<file path="config.mk">
export PLATFORM = sky130hd
export DESIGN_NAME = wb_arbiter
export DESIGN_NICKNAME = d
export VERILOG_FILES = /design/src/rtl/wb_arbiter.sv
export SDC_FILE = /design/constraint.sdc
export NUM_CORES = 2
export LEC_CHECK = 0
export BUFFER_PORTS_ARGS = -buffer_cell sky130_fd_sc_hd__buf_2
export CAP_MARGIN = 20
export CORE_ASPECT_RATIO = 1.5
export CORE_MARGIN = 10
export CORE_UTILIZATION = 35
export CTS_CLUSTER_SIZE = 14
export DETAILED_ROUTE_END_ITERATION = 12
export PLACE_DENSITY = 0.54
export RECOVER_POWER = 50
export SLEW_MARGIN = 20
export SYNTH_ARGS = -nofsm -noshare
export SYNTH_HDL_FRONTEND = slang
export SYNTH_SLANG_ARGS = --single-unit
</file>
<file path="constraint.sdc">
create_clock -name clk -period 18.5 [get_ports clk]
set_input_delay 3.7 -clock clk [delete_from_list [all_inputs] [get_ports clk]]
set_output_delay 3.7 -clock clk [all_outputs]
set_load 0.1 [all_outputs]
</file>
<file path="src/rtl/wb_arbiter.sv">
// Writeback arbiter: per-source result FIFOs feeding NPORT GPR write ports in round-robin order.
// Latency 1 cycle from src_valid to wr_*. Sources get no backpressure; src_almost_full warns issue logic, and a push into a full FIFO sets sticky overflow.
module wb_arbiter #(
    parameter int NSRC           = 8,
    parameter int NPORT          = 2,
    parameter int XLEN           = 32,
    parameter int RADDR          = 5,
    parameter int DEPTH          = 4,
    parameter int ZERO_HARDWIRED = 0
) (
    input  logic                   clk,
    input  logic                   rst,
    input  logic                   interlock,
    input  logic [NSRC-1:0]        src_valid,
    input  logic [NSRC*RADDR-1:0]  src_rd,
    input  logic [NSRC*XLEN-1:0]   src_data,
    output logic [NSRC-1:0]        src_almost_full,
    output logic [NPORT-1:0]       wr_en,
    output logic [NPORT*RADDR-1:0] wr_addr,
    output logic [NPORT*XLEN-1:0]  wr_data,
    output logic                   pending,
    output logic                   overflow
);
    localparam int AW  = $clog2(DEPTH);
    localparam int AW1 = AW + 1;
    localparam int SW  = (NSRC > 1) ? $clog2(NSRC) : 1;
    localparam int SW1 = SW + 1;
    localparam int EW  = RADDR + XLEN;

    logic [NSRC-1:0][DEPTH-1:0][EW-1:0] mem_q, mem_d;
    logic [NSRC-1:0][AW-1:0]            rp_q, rp_d, wp_q, wp_d;
    logic [NSRC-1:0][AW:0]              cnt_q, cnt_d;
    logic [SW-1:0]                      rr_q, rr_d;
    logic [NPORT-1:0]                   wr_en_q, wr_en_d;
    logic [NPORT-1:0][RADDR-1:0]        wr_addr_q, wr_addr_d;
    logic [NPORT-1:0][XLEN-1:0]         wr_data_q, wr_data_d;
    logic                               overflow_q, overflow_d;

    logic [NSRC-1:0]          in_vld, has_head, cand_vld, gnt, pop, push, full;
    logic [NSRC-1:0][EW-1:0]  in_ent, cand_ent;
    logic [SW1-1:0]           idx_w;
    logic [SW-1:0]            idx;
    logic                     conflict;
    int                       ngnt;

    always_comb begin
        for (int i = 0; i < NSRC; i++) begin
            in_ent[i]   = {src_rd[i*RADDR +: RADDR], src_data[i*XLEN +: XLEN]};
            in_vld[i]   = src_valid[i] &&
                          !((ZERO_HARDWIRED != 0) && (src_rd[i*RADDR +: RADDR] == '0));
            has_head[i] = (cnt_q[i] != '0);
            // An empty FIFO lets the incoming entry bypass, except during interlock.
            cand_vld[i] = has_head[i] || (in_vld[i] && !interlock);
            cand_ent[i] = has_head[i] ? mem_q[i][rp_q[i]] : in_ent[i];
        end
    end

    always_comb begin
        gnt       = '0;
        wr_en_d   = '0;
        wr_addr_d = wr_addr_q;
        wr_data_d = wr_data_q;
        rr_d      = rr_q;
        ngnt      = 0;
        idx_w     = '0;
        idx       = '0;
        conflict  = 1'b0;
        if (!interlock) begin
            for (int k = 0; k < NSRC; k++) begin
                idx_w = {1'b0, rr_q} + SW1'(k);
                if (idx_w >= SW1'(NSRC)) idx_w = idx_w - SW1'(NSRC);
                idx = idx_w[SW-1:0];
                if (cand_vld[idx] && (ngnt < NPORT)) begin
                    conflict = 1'b0;
                    for (int p = 0; p < NPORT; p++) begin
                        if ((p < ngnt) && (wr_addr_d[p] == cand_ent[idx][EW-1 -: RADDR]))
                            conflict = 1'b1;
                    end
                    if (!conflict) begin
                        gnt[idx] = 1'b1;
                        for (int p = 0; p < NPORT; p++) begin
                            if (p == ngnt) begin
                                wr_en_d[p]   = 1'b1;
                                wr_addr_d[p] = cand_ent[idx][EW-1 -: RADDR];
                                wr_data_d[p] = cand_ent[idx][XLEN-1:0];
                            end
                        end
                        ngnt = ngnt + 1;
                        rr_d = (idx == SW'(NSRC-1)) ? '0 : idx + 1'b1;
                    end
                end
            end
        end
    end

    always_comb begin
        mem_d      = mem_q;
        rp_d       = rp_q;
        wp_d       = wp_q;
        cnt_d      = cnt_q;
        overflow_d = overflow_q;
        for (int i = 0; i < NSRC; i++) begin
            pop[i]  = gnt[i] && has_head[i];
            push[i] = in_vld[i] && !(gnt[i] && !has_head[i]);
            full[i] = (cnt_q[i] == AW1'(DEPTH));
            if (pop[i]) rp_d[i] = rp_q[i] + 1'b1;
            if (push[i] && full[i] && !pop[i]) begin
                overflow_d = 1'b1;
            end else if (push[i]) begin
                mem_d[i][wp_q[i]] = in_ent[i];
                wp_d[i]           = wp_q[i] + 1'b1;
            end
            if (push[i] && !full[i] && !pop[i])      cnt_d[i] = cnt_q[i] + 1'b1;
            else if (pop[i] && !push[i])             cnt_d[i] = cnt_q[i] - 1'b1;
        end
    end

    always_ff @(posedge clk) begin
        if (rst) begin
            rp_q       <= '0;
            wp_q       <= '0;
            cnt_q      <= '0;
            rr_q       <= '0;
            wr_en_q    <= '0;
            wr_addr_q  <= '0;
            wr_data_q  <= '0;
            overflow_q <= 1'b0;
        end else begin
            rp_q       <= rp_d;
            wp_q       <= wp_d;
            cnt_q      <= cnt_d;
            rr_q       <= rr_d;
            wr_en_q    <= wr_en_d;
            wr_addr_q  <= wr_addr_d;
            wr_data_q  <= wr_data_d;
            overflow_q <= overflow_d;
        end
    end

    // Storage needs no reset; validity is carried entirely by the counts.
    always_ff @(posedge clk) begin
        mem_q <= mem_d;
    end

    always_comb begin
        for (int i = 0; i < NSRC; i++)
            src_almost_full[i] = (cnt_q[i] >= AW1'(DEPTH-1));
    end

    assign wr_en    = wr_en_q;
    assign wr_addr  = wr_addr_q;
    assign wr_data  = wr_data_q;
    assign overflow = overflow_q;
    assign pending  = (|has_head) || (|wr_en_q);
endmodule
</file>
Yosys cells after proc, flatten, opt, wreduce, memory -nomap -nowiden
Index checks and enable logic that the tools add are counted.

word-level totals
  word-level logic and storage cells = 778
  ROM bits = 0
  output and inout bits = 86
  input bits = 307
  bits in writable memories = 0
  register bits = 1320
  latch bits = 0
  memories = 0

operators by class
  shift operators = 0
  mux-type cells = 331
  $lt $le $gt $ge = 77
  reduce and logical (&&, ||, !) cells = 194
  eq/ne operators = 37
  divide/modulo/power cells = 0
  $mul = 0
  bitwise operators = 15
  add/subtract/negate cells = 61

operators by type and width
  operator                 count
  $bwmux W148              8
  $mux W37                 32
  $mux W32                 35
  $mux W64                 16
  $bmux W37 S3             8
  $bmux W37 S2             8
  $demux W37 S2            8
  $eq A2 B32 Y1 const A    7
  $logic_not A32 Y1        7
  $lt A1 B32 Y1 const A    7
  $lt A2 B32 Y1 const A    7
  $lt A32 B3 Y1 const B    7
  $mux W10                 20
  $add A32 B2 Y32 const B  6
  $mux W8                  23
  $mux W3                  57
  $logic_and A1 B1 Y1      109
  $mux W5                  16
  $eq A5 B5 Y1             14
  $mux W1                  68
  $or A8 B8 Y8             7
  $add A3 B1 Y3 const B    16
  $eq A3 B3 Y1 const B     16
  $lt A2 B3 Y1 const B     16
  other kinds (23)         197

Longest topological paths before layout
  depth in word-level cells = 83
  depth in mapped cells = 56
  gate-level depth less buffers = 43

Worst setup path after synthesis
Ideal clock, no wire load.

  kind = input to register
  start = in src_valid[1]
  end = reg mem_q[0] in the netlist's numbering (enable)
  required time = 18069 ps
  library setup time = 431 ps
  path buffers = 6
  slack = 4378 ps
  arrival = 13691 ps
  stages on the path = 42
  cell sequence = clkbuf_1 mux2i_1 o221ai_1 and4_1 buf_2 nand4_1 a211oi_1 o21ai_0 o41ai_4 o211a_1 buf_6 and2_1 inv_1 ha_1 inv_1 o221ai_1 a2111o_1 o31ai_4 [... 6 more ...] inv_1 ha_1 a31o_1 and2_1 buf_4 xor2_4 inv_1 ha_1 and4b_1 buf_6 and2_1 buf_2 o31a_4 a2111o_1 o2111a_1 or3_1 a31o_2 nor2_1

between the ends
  cells in the longest elaborated chain, start to end = 76
  elaborated cells between the ends (all ways) = 210
  classes of those cells = 6 x add/sub; 21 x order compare; 19 x eq/ne; 119 x mux; 8 x bitwise; 37 x reduce/logical

RTL lines
  item                                                  RTL line  RTL
  start, declared                                       14        input logic [NSRC-1:0] src_valid,
  $logic_and A1 B1 Y1 (*)                               53        cand_vld[i] = has_head[i] || (in_vld[i] && !interlock);
  $logic_or A1 B1 Y1 (*)                                53
  $bmux W1 S3                                           73        if (cand_vld[idx] && (ngnt < NPORT)) begin
  $mux W1 (not written as such)                         73
  $mux W1 / $mux W5 (equally long branches)             73
  $mux W32 / $mux W5 (equally long branches)            68        if (!interlock) begin
  $lt A1 B32 Y1 / $eq A5 B5 Y1 (equally long branches)  76        if ((p < ngnt) && (wr_addr_d[p] == cand_ent[idx][EW-1 -: RADDR]))
  $logic_and A1 B1 Y1                                   76
  [... 59 more ...]                                     -
  $mux W8 (*)                                           73
  $mux W8 (*)                                           68
  $logic_and A1 B1 Y1                                   104       push[i] = in_vld[i] && !(gnt[i] && !has_head[i]);
  $logic_not A1 Y1                                      104
  $logic_and A1 B1 Y1                                   104
  $logic_and A1 B1 Y1 (2 in a row)                      107       if (push[i] && full[i] && !pop[i]) begin
  $not A1 Y1 (no source line)                           -
  $reduce_and A2 Y1 (no source line) (*)                -
  end signal, assigned                                  142       mem_q <= mem_d;
  end, declared                                         30        logic [NSRC-1:0][DEPTH-1:0][EW-1:0] mem_q, mem_d;

Every way passes the cells marked *; elsewhere a longest branch is shown, timed or not. The select of a mux whose other input is x is not followed.
A chain may end at the register's enable or synchronous reset.

Worst setup path after layout
  start = in src_rd[21]
  end = reg mem_q[1024] in the netlist's numbering (enable)

between the ends
  cells in the longest elaborated chain, start to end = 75
  elaborated cells between the ends (all ways) = 198
  classes of those cells = 5 x add/sub; 18 x order compare; 19 x eq/ne; 116 x mux; 7 x bitwise; 33 x reduce/logical

RTL lines
  item                                    RTL line  RTL
  start, declared                         15        input logic [NSRC*RADDR-1:0] src_rd,
  $mux W37 (*)                            54        cand_ent[i] = has_head[i] ? mem_q[i][rp_q[i]] : in_ent[i];
  $bmux W37 S3                            84        wr_addr_d[p] = cand_ent[idx][EW-1 -: RADDR];
  $mux W37                                -
  $mux W5                                 73
  $mux W5                                 68
  $eq A5 B5 Y1                            76
  $logic_and A1 B1 Y1                     76
  $mux W1 (2 in a row)                    76
  [... 57 more ...]                       -
  $mux W8 (*)                             73
  $mux W8 (*)                             68
  $logic_and A1 B1 Y1                     104
  $logic_not A1 Y1                        104
  $logic_and A1 B1 Y1                     104
  $logic_and A1 B1 Y1 (2 in a row)        107
  $not A1 Y1 (no source line)             -
  $reduce_and A2 Y1 (no source line) (*)  -

Marks and branches as above.

==> summary.txt <==
Outcome
  • Outcome: complete, but fails checks
  • Failing checks: max-capacitance violations, max-slew violations

Route
  • Vias per cell: 5.95
  • # DRC: 0
  • Routed WL: 290 mm
  • Post-detailed-route count of antenna-violating nets: 0
  • DR pass1 iterations: 9
  • Vias: 53,800
  • Wire length per cell: 32.1 um
  • Starting DRT DRC Count: 6,196

Timing
  • Measured slew at the worst slew-check pin: 1.80 ns
  • Final period util: 0.916
  • Skew final: 0.0719 ns
  • Setup TNS: 0 ns
  • Tmin final: 16.94 ns
  • RSZ-0062 raised after global routing: no
  • Setup violations, final: 0
  • Peak Freq: 59.0 MHz
  • WHS: 0.488 ns
  • Relative slew slack: -0.201
  • Pins Over Slew Limit: 33
  • Worst Setup Slack, final: 1.56 ns
  • Final hold violations: 0

Logic synthesis
  • Share of the yosys chip area belonging to registers: 0.528
  • Cells after synthesis: 6,031
  • Synth top area cells: edfxtp_1, mux4_2, mux2i_1, nand2_1, dfxtp_1
  • Syn Nets: 6,404
  • Syn Area/Cell: 12.0 sq um
  • Post-synth cell types: 124
  • Yosys warning count: 0
  • Netlist Area Pre-Place: 72,500 sq um
  • Yosys reg bits: 1,320
  • Post-synthesis async set-or-reset flop share: 0
  • Main synth FF type: edfxtp_1
  • Cell taking the most area after synthesis: edfxtp_1
  • Synth top area share: 0.490
  • EDFF count, synth: 1,184

Worst setup path
  • CP Buf/Inv Count: 6
  • Reg2reg setup slack: 2.57 ns
  • Worst Path Arrival: 17.36 ns
  • Startpoint types: input port
  • Worst Path Max Fanout: 37
  • CP endpoint kind: flip-flop
  • CP Class: input port to flip-flop
  • Slowest cell delay on critical path: 1.13 ns
  • RR Startpoint: rr_q[1]$_SDFFE_PP0N_
  • Slowest-stage cell, CP: o31ai_1
  • Delay-heaviest family, CP: compound AO/OA/AOI/OAI gates
  • Worst Setup SP: src_rd[21]
  • Worst path required time: 18.93 ns

Clock network
  • Worst-path clk slew: 0.07 ns
  • Clock Path Buffers: 4
  • Total CTS buffers: 143
  • CTS tree: done
  • Post-CTS setup buffer count: 0
  • Clock root buffer: clkbuf_16
  • CTS H-tree depth: 4
  • Hold-fix buffers at CTS: 0
  • Post-CTS sizing: 0
  • Clock latency on the worst-skew pair: 0.88 ns
  • Number of clock sinks: 1,320

Floorplan
  • Die area: 226,000 sq um
  • Die Ht: 578 um
  • Core Area: 206,000 sq um
  • Die Width: 392 um
  • # IOs: 393
  • # rows: 204
  • Initial Util: 0.352

Placed design
  • Routability Congestion: 1.00
  • Area after DPL: 77,400 sq um
  • Number of buffers added on ports: 392
  • DP Worst Slack: 1.96 ns
  • HPWL after DPL: 211 mm

GRT
  • First-pass GRT wire length: 405 mm
  • Total congestion overflow: 0
  • Largest net degree at the start of global routing: 196
  • Vias in the first global route: 52,000
  • Initial antenna violation count: 66
  • Global Route Usage Sum: 0.250

Cells and area
  • Design area: 81,400 sq um
  • P&R area growth vs syn: 12.2%
  • Share of cells above drive strength 1: 0.150
  • Fin nets: 6,620

Flow run
  • Number of max-cap violations: 10

Min path
  • Hold crit path type: flip-flop to flip-flop
  • Min-delay src: wr_data[63]$_SDFFE_PP0N_
-- path summary, 6_finish.rpt --
path / end / depth (start not counted)
max: mem_q[1024]$_DFFE_PP_ / 38
min: wr_data[63]$_SDFFE_PP0N_ / 2
max reg2reg: mem_q[1024]$_DFFE_PP_ / 41
min reg2reg: wr_data[63]$_SDFFE_PP0N_ / 2
-- cell type report --
class                      count  area, sq um
tap                         2678         3350
timing repair buffer         552         2750
inverter                      69          275
clock inverter                60          498
clock buffer                 183         3840
sequential                  1320        38300
fill                       19600       125000
multi-input combinational   4161        32300
antenna                       21         52.6
-- kinds of logic (layout without fill, tap and decap cells) --
| group | after synthesis | after routing | synth area share |
|---|---|---|---|
| simple gates | 1811 | 1811 | 0.108 |
| compound gates | 1331 | 1331 | 0.120 |
| flops | 1320 | 1320 | 0.528 |
| mux | 877 | 877 | 0.192 |
| buf+inv | 550 | 864 | 0.0305 |
| xor+xnor | 76 | 76 | 0.00975 |
| fa+ha+maj | 66 | 66 | 0.0122 |
| other cells | 0 | 21 | 0 |
-- synth_stat cells (8+ instances only) --
cell type  number
and3_1         15
nor3_1         33
a211oi_1      239
mux4_2        405
nor2b_1        30
or3_1          17
nor2_1        676
mux2_2         14
mux2i_1       444
xnor2_1        37
clkbuf_1      306
a311oi_1       19
edfxtp_1     1184
dfxtp_1       136
nor4b_1        31
o21ai_1        10
buf_1         103
nand2_1       768
o21ai_0       198
a31oi_1        22
and2_1         79
xor2_1         35
nand3_1        40
o22ai_1        26
buf_2          57
a21o_1         61
nand4_1        15
fa_1            8
nand2b_1       20
o221ai_1       19
o211ai_1       34
a211o_1        23
a22oi_1        34
nor4_1         34
a32oi_1        11
o21a_1         40
ha_1           58
a21oi_1       485
inv_1          63
a21oi_2        10
-- worst register-to-register path, delay by kind of cell, from the launching register on --
| family | cells | cell delay [ns] |
|---|---|---|
| XOR/XNOR | 3 | 1.17 |
| multiplexers | 2 | 0.70 |
| AND/OR/NAND/NOR | 12 | 4.11 |
| buffers and inverters | 8 | 2.01 |
| flip-flops | 1 | 0.73 |
| adder cells (fa/ha/maj) | 5 | 1.76 |
| AO/OA/AOI/OAI | 11 | 4.97 |
-- stage by stage --
step                utilization  instances
CTS                       0.397       9020
finish                    0.395       9044
global placement          0.376       8777
global route              0.395       9026
detailed placement        0.376       8777
floorplan                     -       6031
-- state kept, by name (all words and copies together) (netlist names) --
register / flops
overflow: 1
wr_addr: 10
rp_q: 16
rr_q: 3
cnt_q: 24
wp_q: 16
wr_data: 64
mem_q: 1184
wr_en: 2
-- metal layers --
metal | global-route usage | vias up | part of all wire
met4 | 0.154 | 54 | 0.079
li1 | - | 23400 | -
met3 | 0.0580 | 677 | 0.089
met5 | 0 | - | 0.0013
met1 | 0.314 | 27100 | 0.38
met2 | 0.389 | 2614 | 0.45
-- cells in the final DEF, fill, tap and decap left out, drive strengths merged, types with 79 or more instances in the layout --
cell,instances
mux2i,450
nor2,679
a211oi,239
and2,79
o21ai,209
clkbuf,566
dfxtp,136
nand2,769
edfxtp,1184
a21oi,496
mux4,406
buf,169
Power is not shown: default switching activity piles up to over one toggle a cycle in this logic, so the estimate is an artifact.
